### src/rtl/exec_controller.sv
// Run-control sequencer for the MiniAlu core: reset timing, run/halt/step, IP breakpoint, enabled-cycle counter.
// Optional stuck-IP watchdog is built only when EXEC_CTRL_WATCHDOG_EN is defined.
module exec_controller #(
  parameter int IP_WIDTH     = 16,
  parameter int CNT_WIDTH    = 32,
  parameter int RESET_CYCLES = 2,
  parameter int WDOG_CYCLES  = 16
) (
  input  logic                 Clock,
  input  logic                 Reset,
  input  logic                 iRun,
  input  logic                 iHalt,
  input  logic                 iStep,
  input  logic                 iClearCount,
  input  logic                 iBreakEn,
  input  logic [IP_WIDTH-1:0]  iBreakAddr,
  input  logic [IP_WIDTH-1:0]  iIP,
  output logic                 oCoreReset,
  output logic                 oCoreEnable,
  output logic [1:0]           oState,
  output logic [1:0]           oHaltCause,
  output logic [CNT_WIDTH-1:0] oCycleCount
);

  localparam int RST_W = (RESET_CYCLES < 2) ? 1 : $clog2(RESET_CYCLES + 1);

  typedef enum logic [1:0] {
    S_INIT   = 2'd0,
    S_HALTED = 2'd1,
    S_RUN    = 2'd2,
    S_STEP   = 2'd3
  } state_t;

  localparam logic [1:0] CAUSE_NONE  = 2'd0;
  localparam logic [1:0] CAUSE_HOST  = 2'd1;
  localparam logic [1:0] CAUSE_BREAK = 2'd2;
  localparam logic [1:0] CAUSE_LOOP  = 2'd3;

  state_t               state_q, state_d;
  logic [RST_W-1:0]     rst_cnt_q, rst_cnt_d;
  logic                 core_reset_q, core_reset_d;
  logic [1:0]           cause_q, cause_d;
  logic [CNT_WIDTH-1:0] cnt_q, cnt_d;
  logic                 armed_q, armed_d;
  logic                 brk_hit;
  logic                 core_enable;
  logic                 wdog_trip;

  assign brk_hit     = iBreakEn && armed_q && (iIP == iBreakAddr);
  assign core_enable = (state_q == S_STEP) || ((state_q == S_RUN) && !brk_hit);

`ifdef EXEC_CTRL_WATCHDOG_EN
  localparam int WD_W = $clog2(WDOG_CYCLES + 1);

  logic [WD_W-1:0]     stuck_cnt_q, stuck_cnt_d;
  logic [IP_WIDTH-1:0] last_ip_q, last_ip_d;

  // Counts the length of the current run of enabled cycles on one IP; outside RUN it stays cleared.
  always_comb begin
    stuck_cnt_d = stuck_cnt_q;
    last_ip_d   = last_ip_q;
    if (state_q != S_RUN) begin
      stuck_cnt_d = '0;
    end else if (core_enable) begin
      last_ip_d = iIP;
      if ((stuck_cnt_q == '0) || (iIP == last_ip_q)) begin
        stuck_cnt_d = stuck_cnt_q + 1'b1;
      end else begin
        stuck_cnt_d = WD_W'(1);
      end
    end
  end

  assign wdog_trip = (state_q == S_RUN) && core_enable && (stuck_cnt_d == WD_W'(WDOG_CYCLES));

  always_ff @(posedge Clock or negedge Reset) begin
    if (!Reset) begin
      stuck_cnt_q <= '0;
      last_ip_q   <= '0;
    end else begin
      stuck_cnt_q <= stuck_cnt_d;
      last_ip_q   <= last_ip_d;
    end
  end
`else
  assign wdog_trip = 1'b0;
`endif

  always_comb begin
    state_d   = state_q;
    rst_cnt_d = rst_cnt_q;
    cause_d   = cause_q;
    armed_d   = armed_q;
    cnt_d     = cnt_q;

    unique case (state_q)
      S_INIT: begin
        if (rst_cnt_q <= RST_W'(1)) begin
          state_d = S_HALTED;
        end else begin
          rst_cnt_d = rst_cnt_q - 1'b1;
        end
      end
      S_HALTED: begin
        if (iHalt) begin
          state_d = S_HALTED;
        end else if (iStep) begin
          state_d = S_STEP;
        end else if (iRun) begin
          state_d = S_RUN;
        end
      end
      S_STEP: begin
        state_d = S_HALTED;
        cause_d = CAUSE_NONE;
      end
      S_RUN: begin
        // A breakpoint freezes the core this cycle, so it outranks a host halt.
        if (brk_hit) begin
          state_d = S_HALTED;
          cause_d = CAUSE_BREAK;
        end else if (iHalt) begin
          state_d = S_HALTED;
          cause_d = CAUSE_HOST;
        end else if (wdog_trip) begin
          state_d = S_HALTED;
          cause_d = CAUSE_LOOP;
        end
      end
      default: state_d = S_INIT;
    endcase

    // Disarming on entry lets a resume step off the breakpoint address.
    if (((state_d == S_RUN) || (state_d == S_STEP)) && (state_d != state_q)) begin
      armed_d = 1'b0;
    end else if (core_enable) begin
      armed_d = 1'b1;
    end

    if (iClearCount) begin
      cnt_d = '0;
    end else if (core_enable && (cnt_q != {CNT_WIDTH{1'b1}})) begin
      cnt_d = cnt_q + 1'b1;
    end

    core_reset_d = (state_d == S_INIT);
  end

  always_ff @(posedge Clock or negedge Reset) begin
    if (!Reset) begin
      state_q      <= S_INIT;
      rst_cnt_q    <= RST_W'(RESET_CYCLES);
      core_reset_q <= 1'b1;
      cause_q      <= CAUSE_NONE;
      cnt_q        <= '0;
      armed_q      <= 1'b0;
    end else begin
      state_q      <= state_d;
      rst_cnt_q    <= rst_cnt_d;
      core_reset_q <= core_reset_d;
      cause_q      <= cause_d;
      cnt_q        <= cnt_d;
      armed_q      <= armed_d;
    end
  end

  assign oCoreReset  = core_reset_q;
  assign oCoreEnable = core_enable;
  assign oState      = state_q;
  assign oHaltCause  = cause_q;
  assign oCycleCount = cnt_q;

endmodule

### config.mk
export PLATFORM = sky130hd
export DESIGN_NAME = exec_controller
export DESIGN_NICKNAME = d
export VERILOG_FILES = /design/src/rtl/exec_controller.sv
export SDC_FILE = /design/constraint.sdc
export NUM_CORES = 1
export LEC_CHECK = 0
export BUFFER_PORTS_ARGS = -buffer_cell sky130_fd_sc_hd__buf_2
export CAP_MARGIN = 20
export CELL_PAD_IN_SITES_DETAIL_PLACEMENT = 1
export CELL_PAD_IN_SITES_GLOBAL_PLACEMENT = 1
export CORE_ASPECT_RATIO = 0.5
export CORE_MARGIN = 2
export CORE_UTILIZATION = 41
export DETAILED_ROUTE_END_ITERATION = 7
export GPL_TIMING_DRIVEN = 0
export PLACE_DENSITY_LB_ADDON = 0.1
export SETUP_SLACK_MARGIN = 0.5
export SLEW_MARGIN = 20
export SYNTH_ARGS = -nofsm -noshare
export SYNTH_HDL_FRONTEND = slang
export SYNTH_SLANG_ARGS = --single-unit
### constraint.sdc
create_clock -name Clock -period 5.2 [get_ports Clock]
set_input_delay 1.04 -clock Clock [delete_from_list [all_inputs] [get_ports Clock]]
set_output_delay 1.04 -clock Clock [all_outputs]
set_load 0.02 [all_outputs]
==> results of run 1 <==
layout make-up:
cell class	instances	area, um2
Clock inverter	1	5.00
Buffer	15	71.3
Inverter	5	18.8
Tap cell	88	110
Timing Repair Buffer	76	380
Clock buffer	6	129
Fill cell	742	2870
Multi-Input combinational cell	217	1440
Sequential cell	40	1000
worst min path at each step:
stage | startpoint | end | slack [ns] | cells past startpoint
global placement | rst_cnt_q[1] | rst_cnt_q[1] | 0.46 | 2
CTS | rst_cnt_q[0] | rst_cnt_q[0] | 0.49 | 1
finish | rst_cnt_q[0] | rst_cnt_q[0] | 0.49 | 1
detailed placement | rst_cnt_q[0] | rst_cnt_q[0] | 0.48 | 1
floorplan | rst_cnt_q[1] | rst_cnt_q[1] | 0.45 | 2
global route | rst_cnt_q[1] | rst_cnt_q[1] | 0.51 | 2
kinds of logic (layout without fill, tap and decap cells):
logic type               count (synthesis)  in the layout  share of synthesized area
AND/OR/NAND/NOR                        132            132                      0.331
AO/OA/AOI/OAI                           59             59                      0.138
flip-flops                              40             40                      0.396
buffers and inverters                   20            103                     0.0355
XOR/XNOR                                17             17                     0.0587
multiplexers                             7              7                     0.0311
adder cells (fa/ha/maj)                  2              2                    0.00987
worst reg2reg max path: stages, from the launching register on:
cell and delay (ns):
dfrtp_1 0.50, nand4_4 0.18, nor4_4 0.61, nand3_4 0.20
buf_2 0.25, nand3b_1 0.13, mux2_2 0.35
per-layer routing:
metal	GRT usage	vias up	part of all wire
li1	-	1198	-
met5	0	-	0
met4	0.0620	0	0.0067
met2	0.452	85	0.48
met1	0.316	1288	0.46
met3	0.0481	9	0.056
power by group through the flow:
stage | sequential, W | clock, W | combinational (W)
2_1_floorplan | 0.000331 | 0 | 0.0000346
3_3_place_gp | 0.000327 | 0 | 0.0000780
3_5_place_dp | 0.000327 | 0 | 0.0000807
4_1_cts | 0.000322 | 0.000302 | 0.0000813
5_1_grt | 0.000322 | 0.000316 | 0.0000887
6_report | 0.000321 | 0.000297 | 0.0000799
sequential cells by signal (all words and copies together), names as in the netlist:
name and flops:
oCycleCount 32, oHaltCause 2, oState 2, rst_cnt_q 2
armed_q 1, oCoreReset 1
per-stage QoR:
stage / instances / total power (W) / setup slack [ns] / util / hold WS (ns)
floorplan: 277 / 0.000365 / 1.86 / - / 0.446
global placement: 441 / 0.000405 / 1.28 / 0.502 / 0.455
detailed placement: 441 / 0.000408 / 1.25 / 0.502 / 0.479
CTS: 448 / 0.000705 / 1.22 / 0.524 / 0.491
global route: 448 / 0.000726 / 1.05 / 0.524 / 0.510
finish: 448 / 0.000698 / 1.28 / 0.524 / 0.485
cell usage in the layout, fill, tap and decap left out, drive strengths merged:
cell type / instances
o41ai: 1
or3: 12
nand2b: 1
nor3b: 2
mux2: 7
nand3: 18
o21ai: 14
nor2: 17
o21a: 2
nand2: 18
ha: 2
xor2: 15
and3: 3
dfstp: 2
o31a: 1
or4: 10
clkinv: 1
and2: 2
nand3b: 2
nand4: 9
or4b: 1
nor3: 9
a21oi: 27
o21ba: 3
clkbuf: 15
xnor2: 2
nor4b: 2
and4: 7
o31ai: 11
nor4: 9
or2: 2
buf: 82
nor2b: 7
nor4bb: 1
dfrtp: 38
inv: 5
==> run summary, run 1 <==
Quantity of I/O buffers inserted on ports: 76. The tools report the top achievable clock speed as 0.255 GHz. The fraction of layout cells with a size suffix above 1 was 0.319.

In this run the remaining antenna-violating nets after routing total 0. The run gives 0.00365 ns as the clock skew. The synthesized design spends more area on one cell type than any other, namely dfrtp_1. The area share of the largest cell type after synthesis is 0.375.

The starting density of the core was 0.421. The routability congestion estimate was 0.799. For the number of antenna repair diodes, the log shows 0. Walking the worst path, the cells encountered are buf_2, xor2_1, nor4_1, nand4_1, nor3_2, clkbuf_2, buf_2, nor2_1, buf_2. The placed instances occupy a cell area of 3030 um2. The run gives 277 as the number of cells produced by synthesis. The flow ran to the end, and the final reports show no timing, DRC or antenna violations. At the pin with the least slew margin, the transition time is 0.963 ns. In this run the power density over the cells is 221 nW/um2. Length of the first detailed-routing pass in iterations: 4. For the cell-internal power, the log shows 0.000521 W. The number of hold buffers added after cts was 0; the buffer and inverter count on the worst path was 4.

The run gives 0 as the total count of max-transition violations in the final report. The Yosys step of the flow raised 0 warnings. The slowest stage of the critical path belongs to the cell nor3_2.

The average cell area after synthesis was 9.16 um2; the iteration-0 DRC count of the detailed router was 111. After routing, the total negative slack on setup checks comes to 0 ns. For the routed wire length, the log shows 8.22 mm. In the final routed layout, each cell accounts on average for 18.4 um. STA classifies the critical path startpoint as a primary input.

The remaining routing DRC violations is 0, and the chip width is 115 um. Start of the worst register-to-register path: oCycleCount[6]. For the largest voltage drop on the vdd net, the log shows 0.000109 V.

The most frequently used cell type in the post-synthesis netlist is dfrtp_1. The die span in y is 59.6 um, and the number of nets at the end of the flow is 401. Sort of element at the end of the critical path: an output pin. The clock tree root driver cell is clkbuf_16. Source of the critical timing path: iBreakAddr[9]. The post-synthesis async set-or-reset flop share works out to 1.00. The logic depth of the worst register-to-register path was 6; the number of rows created at floorplan was 20.

The worst register-to-register path has a setup slack of 2.84 ns. The tools report the clock share of power as 0.425. The most numerous cell type found on the critical path is buf_2. The logs give 6870 um2 for the die area and 0.251 for the global-route usage over all layers. The clock net in this run drives a total of 40 sinks. The endpoint identified for the worst register-to-register timing path is oCycleCount[22]. The critical path crosses 9 cells after its start point.

The run gives 1.44 nW as the leakage component of the power. The number of cells upsized or downsized after cts was 0. The count of endpoints failing hold in the final timing report was 0; the number of buffers added by the clock tree synthesis step was 5. The number of distinct library cells after synthesis is 52, and the portion of the post-synthesis area used by sequential elements is 0.396.

In this design, the stage delay of the slowest critical-path cell is 0.29 ns. The number of buffers on the longest clock path is 2. The worst setup path category was primary input to output pin. By area the synthesized netlist is led by dfrtp_1, a21oi_1, xor2_1. The run gives 4.16 ns as the data required time at the worst endpoint. In the routed layout, each cell is associated on average with a via count of 5.76. Detailed routing inserted a total of 2580 vias. Setup violations remaining at the end of the flow were counted as 0. The analysis attributes to net switching a power of 0.000177 W.

The pin count of the biggest net entering global routing came out at 41. Compared with the post-synthesis result, the final layout area differs by 24.6%. The post-route cell area was 3160 um2.

The number of antenna violations at the first check in global routing is 0. The wire length of the first global-routing pass was 13.1 mm; the number of violations of the max-capacitance limit was 0. The via count of the first global-routing pass is 2632, and the total standard cell area after synthesis is 2540 um2. TritonCTS built the clock tree.

The floorplan step defined a core boundary enclosing 6030 um2. The shortest period the worst path allows was 3.92 ns; the final worst-path cycle share was 0.755. The run gives 0.114 as the logic gate share of total power. Among all flip-flop cells after synthesis, the most frequent one is dfrtp_1. After clock tree synthesis, the clock-pin slew on the worst setup and hold paths is 0.06 ns.

The total overflow left after global routing is 0. Capturing element of the worst setup path: oCoreEnable. The cell type group with the largest total delay on the critical path is buffers and inverters. Sequential share of power: 0.461. For the I/O pin total, the log shows 77. At the later pin of the worst-skew pair, clock insertion delay measures 0.28 ns. The number of levels the H-tree was split into was 2. Synthesis produced a netlist with a net count of 318. Along the worst path, the maximum fanout reaches 10. The headroom to the max-slew limit was 0.358; the fraction of power spent switching nets was 0.254.

Data arrives at the worst endpoint at 2.88 ns. Setup repair after global routing left no endpoint under its margin. After synthesis the netlist holds a flip-flop and latch count of 40. The number of setup buffers added after CTS is 0. The min-delay analysis places its worst path in the category register to register.

By count the netlist is led by dfrtp_1, a21oi_1, nor2_1, nand2_1, nand3_1. The number of synthesized flops with an enable pin came out at 0. Detailed placement ended at an HPWL of 5.90 mm.
(Power assumes the default switching activity.)
==> run 2: changes to the inputs <==
--- a/config.mk
+++ b/config.mk
@@ -11,7 +11,7 @@
 export CELL_PAD_IN_SITES_GLOBAL_PLACEMENT = 1
 export CORE_ASPECT_RATIO = 0.5
 export CORE_MARGIN = 2
-export CORE_UTILIZATION = 41
+export CORE_UTILIZATION = 34
 export DETAILED_ROUTE_END_ITERATION = 7
 export GPL_TIMING_DRIVEN = 0
 export PLACE_DENSITY_LB_ADDON = 0.1
==> constraint.sdc (replaced) <==
create_clock -name Clock -period 3.5 [get_ports Clock]
set_input_delay 0.7 -clock Clock [delete_from_list [all_inputs] [get_ports Clock]]
set_output_delay 0.7 -clock Clock [all_outputs]
set_load 0.02 [all_outputs]
==> run summary, run 2 (synthesis results as in run 1) <==
The total negative setup slack was 0 ns (unchanged). The slew at the pin closest to its max-slew limit works out to 0.957 ns (-0.00635 ns). For the die area, the log shows 8210 um2 (+19%). Setup repair after global routing left no endpoint under its margin.

The placement-stage cell area was 3040 um2 (+0.33%). The die span in y was 65.1 um (+9.2%). The tools report the critical path startpoint category as a primary input.

The logs give 2.80 ns (-1.36 ns) for the data required time at the worst endpoint and 7270 um2 (+20%) for the core area. Compared with the post-synthesis result, the final layout area differs by 29.2%. The number of endpoints failing setup at the final stage is 0 (unchanged).

For the post-route worst hold slack, the log shows 0.483 ns (-0.00281 ns). Critical register-to-register path endpoint: oCycleCount[24]. The logs give 0 (unchanged) for the total count of max-transition violations in the final report and 449 (+1.8%) for the total placed cells including tap cells.

The chip width is 126 um (+9.5%). The average vias per placed instance was 5.54 (-3.8%); the wire length of the first global-routing pass was 13.3 mm (+1.4%). The worst min-delay path category is register to register. The run gives 1.18 ns (-1.66 ns) as the slack of the worst reg-to-reg path. The post-route cell area was 3280 um2 (+3.7%); the largest voltage drop on the vdd net was 0.000163 V (+50%). The buffer and inverter count on the worst path is 4 (unchanged), and the top achievable clock speed is 0.348 GHz.

The length of the first detailed-routing pass in iterations came out at 4 (unchanged). Worst setup path category: primary input to output pin. The flow ran to the end, and the final reports show no timing, DRC or antenna violations. The number of levels the H-tree was split into is 2 (unchanged), and the headroom to the max-slew limit is 0.362 (+0.00423). The worst setup path is captured at an output pin. The final design utilization was 0.451 (-0.0731); the clock latency on the worst-skew pair was 0.29 ns (about the same). The cell type group with the largest total delay on the critical path is simple AND/OR/NAND/NOR gates.

The quantity of I/O buffers inserted on ports is 76 (unchanged), and the number of antenna repair diodes is 0 (unchanged). For the total length of routed met2 wires, the log shows 3.85 mm (-2.2%). The final cell count without fillers came out at 462 (+3.1%).

For the routability congestion estimate, the log shows 0.780 (-2.4%). The maximum fanout along the worst path came out at 7 (-3). The number of antenna violations at the first check in global routing came out at 0 (unchanged). The power density of the placed cells is 346 nW/um2 (+57%), and the iteration-0 DRC count of the detailed router is 91 (-18%).

The overall via count from detail_route came out at 2560 (-0.78%). The signal on the critical path passes through buf_2, xor2_1, nor4_1, nand4_1, nor3_4, clkbuf_8, buf_12, nor2_2, buf_4. For the placed wire-length estimate after detailed placement, the log shows 5.93 mm (+0.64%). For hold timing, the worst endpoint is rst_cnt_q[1]. The number of cells traversed by the worst hold path is 2 (+1), and the flip-flop count of the largest register, all copies and words added is 32 (unchanged).

Maximum cell stage delay along the critical path: 0.26 ns (-0.03 ns). The pin count of the biggest net entering global routing is 41 (unchanged). The remaining routing DRC violations is 0 (unchanged), and the clock input transition at the sequential cells of the worst setup and hold paths is 0.06 ns (about the same).

In this run the most critical hold path is launched from rst_cnt_q[1]. The global-route usage over all layers was 0.207 (-0.0443). The final worst-path cycle share came out at 0.821.

The number of buffers on the longest clock path is 2 (unchanged), and the routed wire length is 8.20 mm (-0.26%). On the critical path, the stage with the largest delay is an instance of nor4_1. The detailed-routing wirelength on met1 is 3.83 mm (+1.5%).

Number of buffers added by the clock tree synthesis step: 5 (unchanged). The library cell used most frequently in the layout, excluding fill and tap cells, is buf_2. The routed length per placed instance came out at 17.8 um (-3.3%). The detailed router used layers up to and including met4.

The total overflow reported by the global router came out at 0 (unchanged). The run gives 1.49 nW (+4.0%) as the leakage component of the power. The tools report the sum of met3 wire segment lengths after detailed routing as 474 um (+3.0%). TritonCTS built the clock tree. The fraction of layout cells with a size suffix above 1 works out to 0.336 (+0.0166). The data arrival time of the critical path is 2.17 ns (-0.71 ns), and the number of rows created at floorplan is 22 (+10%).

The number of nets at the end of the flow came out at 406 (+1.2%). Count of endpoints failing hold in the final timing report: 0 (unchanged). The final antenna-violating net count was 0 (unchanged). Start of the worst register-to-register path: oCycleCount[6]. The run gives 2635 (+0.11%) as the via count of the first global-routing pass.

The run gives 0.00370 ns (+0.0000482 ns) as the clock skew. Leaving out fill and tap cells, the most frequent cells in the layout are buf_2, dfrtp_1, a21oi_1. The starting density of the core came out at 0.349 (-0.0715). For the I/O pin total, the log shows 77 (unchanged). The smallest clock period supported by the final layout is computed as 2.87 ns. The logic depth of the worst register-to-register path is 6 (unchanged), and the number of clock sinks is 40 (unchanged). The cell sitting at the root of the clock tree is a clkbuf_16. The number of violations of the max-capacitance limit is 0 (unchanged).
run 2: how the worst max path moves through the flow:
stage | start | end | slack, ns | cells past startpoint
2_1_floorplan | iBreakAddr[9] | oCoreEnable | 0.84 | 7
3_3_place_gp | iBreakAddr[9] | oCoreEnable | 0.20 | 9
3_5_place_dp | iBreakAddr[9] | oCoreEnable | 0.16 | 9
4_1_cts | iBreakAddr[0] | oCoreEnable | 0.55 | 9
5_1_grt | iBreakAddr[3] | oCoreEnable | 0.51 | 9
6_report | iBreakAddr[3] | oCoreEnable | 0.63 | 9
run 2: metal layers:
metal	vias to the layer above	track usage
li1	1208	-
met1	1273	0.275
met2	72	0.347
met3	7	0.0495
met4	0	0.0398
met5	-	0
run 2: final cells by class:
class,count,area (um2)
well taps,96,120
fillers,871,3990
clock inverters,3,42.5
clock buffers,5,125
multi-input cells,217,1450
inverters,5,18.8
flip-flops and latches,40,1000
repair buffers,81,420
plain buffers,15,95.1
run 2: worst register-to-register path: stages (launching register included):
cell and delay (ns):
dfrtp_1 0.50, nand4_4 0.18, nor4_4 0.62, nand3_4 0.20
buf_2 0.25, nand3b_1 0.12, mux2_2 0.33
run 2: what timing repair did:
item,CTS,global route
setup endpoints to repair,1,1
buffers inserted,4,1
gates resized for setup,5,4
hold buffers,0,0
pin swaps,4,5
run 2: stage by stage:
step                      setup WS [ns]  total power, W
final                             0.627         0.00113
after global routing              0.509         0.00117
after CTS                         0.552         0.00114
after detailed placement          0.162        0.000605
after global placement            0.196        0.000602
after floorplan                   0.836        0.000543
run 2: where the power goes:
group | internal [W] | total [W] | switching (W)
Clock | 0.000335 | 0.000537 | 0.000202
Sequential | 0.000470 | 0.000477 | 0.00000749
Combinational | 0.0000451 | 0.000118 | 0.0000730
Total | 0.000850 | 0.00113 | 0.000282
==> run 3: changes to the inputs <==
--- a/config.mk
+++ b/config.mk
@@ -5,13 +5,14 @@
 export SDC_FILE = /design/constraint.sdc
 export NUM_CORES = 1
 export LEC_CHECK = 0
+export ABC_AREA = 1
 export BUFFER_PORTS_ARGS = -buffer_cell sky130_fd_sc_hd__buf_2
 export CAP_MARGIN = 20
 export CELL_PAD_IN_SITES_DETAIL_PLACEMENT = 1
 export CELL_PAD_IN_SITES_GLOBAL_PLACEMENT = 1
 export CORE_ASPECT_RATIO = 0.5
 export CORE_MARGIN = 2
-export CORE_UTILIZATION = 34
+export CORE_UTILIZATION = 37
 export DETAILED_ROUTE_END_ITERATION = 7
 export GPL_TIMING_DRIVEN = 0
 export PLACE_DENSITY_LB_ADDON = 0.1
==> constraint.sdc (replaced) <==
create_clock -name Clock -period 2.9 [get_ports Clock]
set_input_delay 0.58 -clock Clock [delete_from_list [all_inputs] [get_ports Clock]]
set_output_delay 0.58 -clock Clock [all_outputs]
set_load 0.02 [all_outputs]
==> run summary, run 3 <==
The flow ran to the end, and the final reports show no timing, DRC or antenna violations. TritonCTS built the clock tree. STA classifies the critical path endpoint as an output pin. The routed wire length is 9.79 mm (+19%). The run gives 1118 (+28%) as the number of fillers in the final layout.

The run gives 77 (unchanged) as the I/O pin total. The chip width came out at 132 um (+4.7%). The number of distinct library cells after synthesis was 23 (-56%); the maximum fanout along the worst path was 10 (+3). The run gives 1700 um2 (+17%) as the total area of multi-input combinational cells. By startpoint and endpoint, the worst setup path is classified as primary input to output pin.

For the number of buffers added by the clock tree synthesis step, the log shows 5 (unchanged). The number of synthesized flops with an enable pin is 0 (unchanged), and the clock latency on the worst-skew pair is 0.29 ns (about the same). The placed wire-length estimate after detailed placement came out at 7.74 mm (+30%).

Average vias per placed instance: 4.96 (-11%). The number of cells produced by synthesis was 478 (+73%). The fraction of layout cells with a size suffix above 1 was 0.192 (-0.144). The cell type group with the largest total delay on the critical path was simple AND/OR/NAND/NOR gates. The buffer and inverter count on the worst path works out to 3 (-1).

After synthesis, the most frequently instantiated cells are nand2_1, inv_1, nor2_1, nand3_1, dfrtp_1. The final worst-path cycle share is 0.808, and the number of buffers on the longest clock path is 2 (unchanged). The global-route usage over all layers was 0.227 (+0.0204). The layout-stage area growth over the synthesis result is 23.0%, and the total overflow reported by the global router is 0 (unchanged). The slack of the worst reg-to-reg path is 0.66 ns (-0.52 ns), and the wire length of the first global-routing pass is 16.0 mm (+20%).

The die span in y is 68.0 um (+4.6%), and the number of endpoints failing setup at the final stage is 0 (unchanged). The data arrival time of the critical path is 1.76 ns (-0.41 ns). The tools report the die area as 8990 um2 (+9.5%).

The final antenna-violating net count was 0 (unchanged); the portion of the post-synthesis area used by sequential elements was 0.331 (-0.0651). The total negative setup slack came out at 0 ns (unchanged). The Yosys warning count was 0 (unchanged); the routability congestion estimate was 0.912 (+17%).

The quantity of I/O buffers inserted on ports came out at 76 (unchanged). The power density of the placed cells came out at 357 nW/um2 (+3.2%). The most used cell along the critical path is nor2_1. The cell type of the slowest stage on the worst timing path was buf_4. The top achievable clock speed was 0.427 GHz; the post-synthesis async set-or-reset flop share was 1.00 (unchanged). The average cell area after synthesis was 6.35 um2 (-31%); the number of antenna repair diodes was 0 (unchanged).

The total standard cell area after synthesis came out at 3040 um2 (+20%). The headroom to the max-slew limit is 0.377 (+0.0151), and the iteration-0 DRC count of the detailed router is 163 (+79%). The primary flip-flop cell chosen by synthesis mapping is dfrtp_1.

The library cell used most frequently in the layout, excluding fill and tap cells, is nand2_1. The run gives 0.000200 V (+23%) as the largest voltage drop on the vdd net. The run gives 603 (+49%) as the number of nets at the end of the flow. For the synthesized netlist net count, the log shows 519 (+63%).

The starting density of the core was 0.381 (+0.0318); the shortest period the worst path allows was 2.34 ns. The tightest min-delay check is of the primary input to async pin type. The leakage component of the power is 2.17 nW (+45%). The routed length per placed instance was 14.5 um (-18%); the data required time at the worst endpoint was 2.32 ns (-0.48 ns).

The clock skew came out at 0.00452 ns (+0.000821 ns). The total count of max-transition violations in the final report is 0 (unchanged). The number of levels the H-tree was split into is 2 (unchanged).

The run gives 41 (unchanged) as the pin count of the biggest net entering global routing. In the layout the commonest cells are nand2_1, buf_2, inv_1, nor2_1, nand3_1. Setup repair after global routing could not meet its margin everywhere. Clock input transition at the sequential cells of the worst setup and hold paths: 0.06 ns (about the same). The overall via count from detail_route came out at 3347 (+31%). The tools report the count of endpoints failing hold in the final timing report as 0 (unchanged). Critical path startpoint category: a primary input. The area share of the largest cell type after synthesis came out at 0.313 (-0.0617). The root buffer cell chosen for the clock tree is clkbuf_16. Number of clock sinks: 40 (unchanged). The most frequently used cell type in the post-synthesis netlist was nand2_1. The number of violations of the max-capacitance limit is 0 (unchanged), and the number of rows created at floorplan is 23 (+4.5%).

The maximum cell stage delay along the critical path came out at 0.19 ns (-0.07 ns). The run gives 0.469 (+0.0176) as the final design utilization. The post-synthesis sequential element count was 40 (unchanged).

Number of antenna violations at the first check in global routing: 0 (unchanged). The signal on the critical path passes through buf_2, nor2_1, nor2_1, nor2_1, nand2_1, nor2_2, nand3_2, nand2_2, nand2_4, buf_4, buf_2. For the sequential cell area, the log shows 1000 um2 (unchanged). The remaining routing DRC violations is 0 (unchanged). The run gives 4 (unchanged) as the length of the first detailed-routing pass in iterations. The largest total area in the synthesized netlist belongs to dfrtp_1.

The via count of the first global-routing pass came out at 3355 (+27%). Slew at the pin closest to its max-slew limit: 0.934 ns (-0.0227 ns). Flip-flop count of the largest register, all copies and words added: 32 (unchanged). The core area was 7970 um2 (+9.7%). By area the synthesized netlist is led by dfrtp_1, nand2_1, nand3_1.
## run 3: worst paths after layout
path	start	end	depth (start not counted)
setup / recovery	iBreakAddr[10]	oCoreEnable	11
hold / removal	Reset	oCycleCount[28]	1
setup reg to reg	oCycleCount[0]	oCycleCount[29]	10
hold reg to reg	rst_cnt_q[0]	rst_cnt_q[0]	1
max in group asynchronous	Reset	oCycleCount[24]	1
min in group Clock	rst_cnt_q[0]	rst_cnt_q[0]	1
## run 3: layout make-up
type	count	area share
tap	112	0.0375
timing repair buffer	77	0.104
multi-input combinational	351	0.454
clock buffer	8	0.0392
inverter	72	0.0724
buffer	15	0.0245
sequential	40	0.269
## run 3: power by group
group / internal [W] / switching, W
registers: 0.000567 / 0.0000109
clock network: 0.000344 / 0.000229
logic: 0.0000640 / 0.000118
total: 0.000975 / 0.000358
## run 3: kinds of logic after synthesis
family | after synthesis | synth area share
AO/OA/AOI/OAI | 14 | 0.0305
XOR/XNOR | 20 | 0.0577
adder cells (fa/ha/maj) | 2 | 0.00824
buffers and inverters | 87 | 0.118
flip-flops | 40 | 0.331
AND/OR/NAND/NOR | 315 | 0.455
## run 3: metrics by stage
| stage | instances | setup slack, ns | hold slack [ns] | total power, W | area (um2) |
|---|---|---|---|---|---|
| 6_report | 675 | 0.555 | 0.436 | 0.00133 | 3730 |
| 5_1_grt | 675 | 0.404 | 0.500 | 0.00138 | 3730 |
| 4_1_cts | 675 | 0.501 | 0.472 | 0.00134 | 3720 |
| 3_5_place_dp | 666 | 0.267 | 0.476 | 0.000768 | 3560 |
| 3_3_place_gp | 666 | 0.269 | 0.458 | 0.000763 | 3560 |
| 2_1_floorplan | 478 | 0.865 | 0.284 | 0.000686 | 3040 |
## run 3: routing by layer
layer | share of wire | vias up | global-route usage
met1 | 0.48 | 1574 | 0.299
met5 | 0 | - | 0
met3 | 0.069 | 9 | 0.0459
met2 | 0.44 | 89 | 0.392
met4 | 0.0098 | 0 | 0.0516
li1 | - | 1675 | -
## run 3: what timing repair did
item                                    4_1_cts  5_1_grt
hold buffers                                  0        0
gates resized for setup                       4        4
pin swaps                                     1        0
setup buffers                                 1        0
endpoints found under the setup margin        1       31
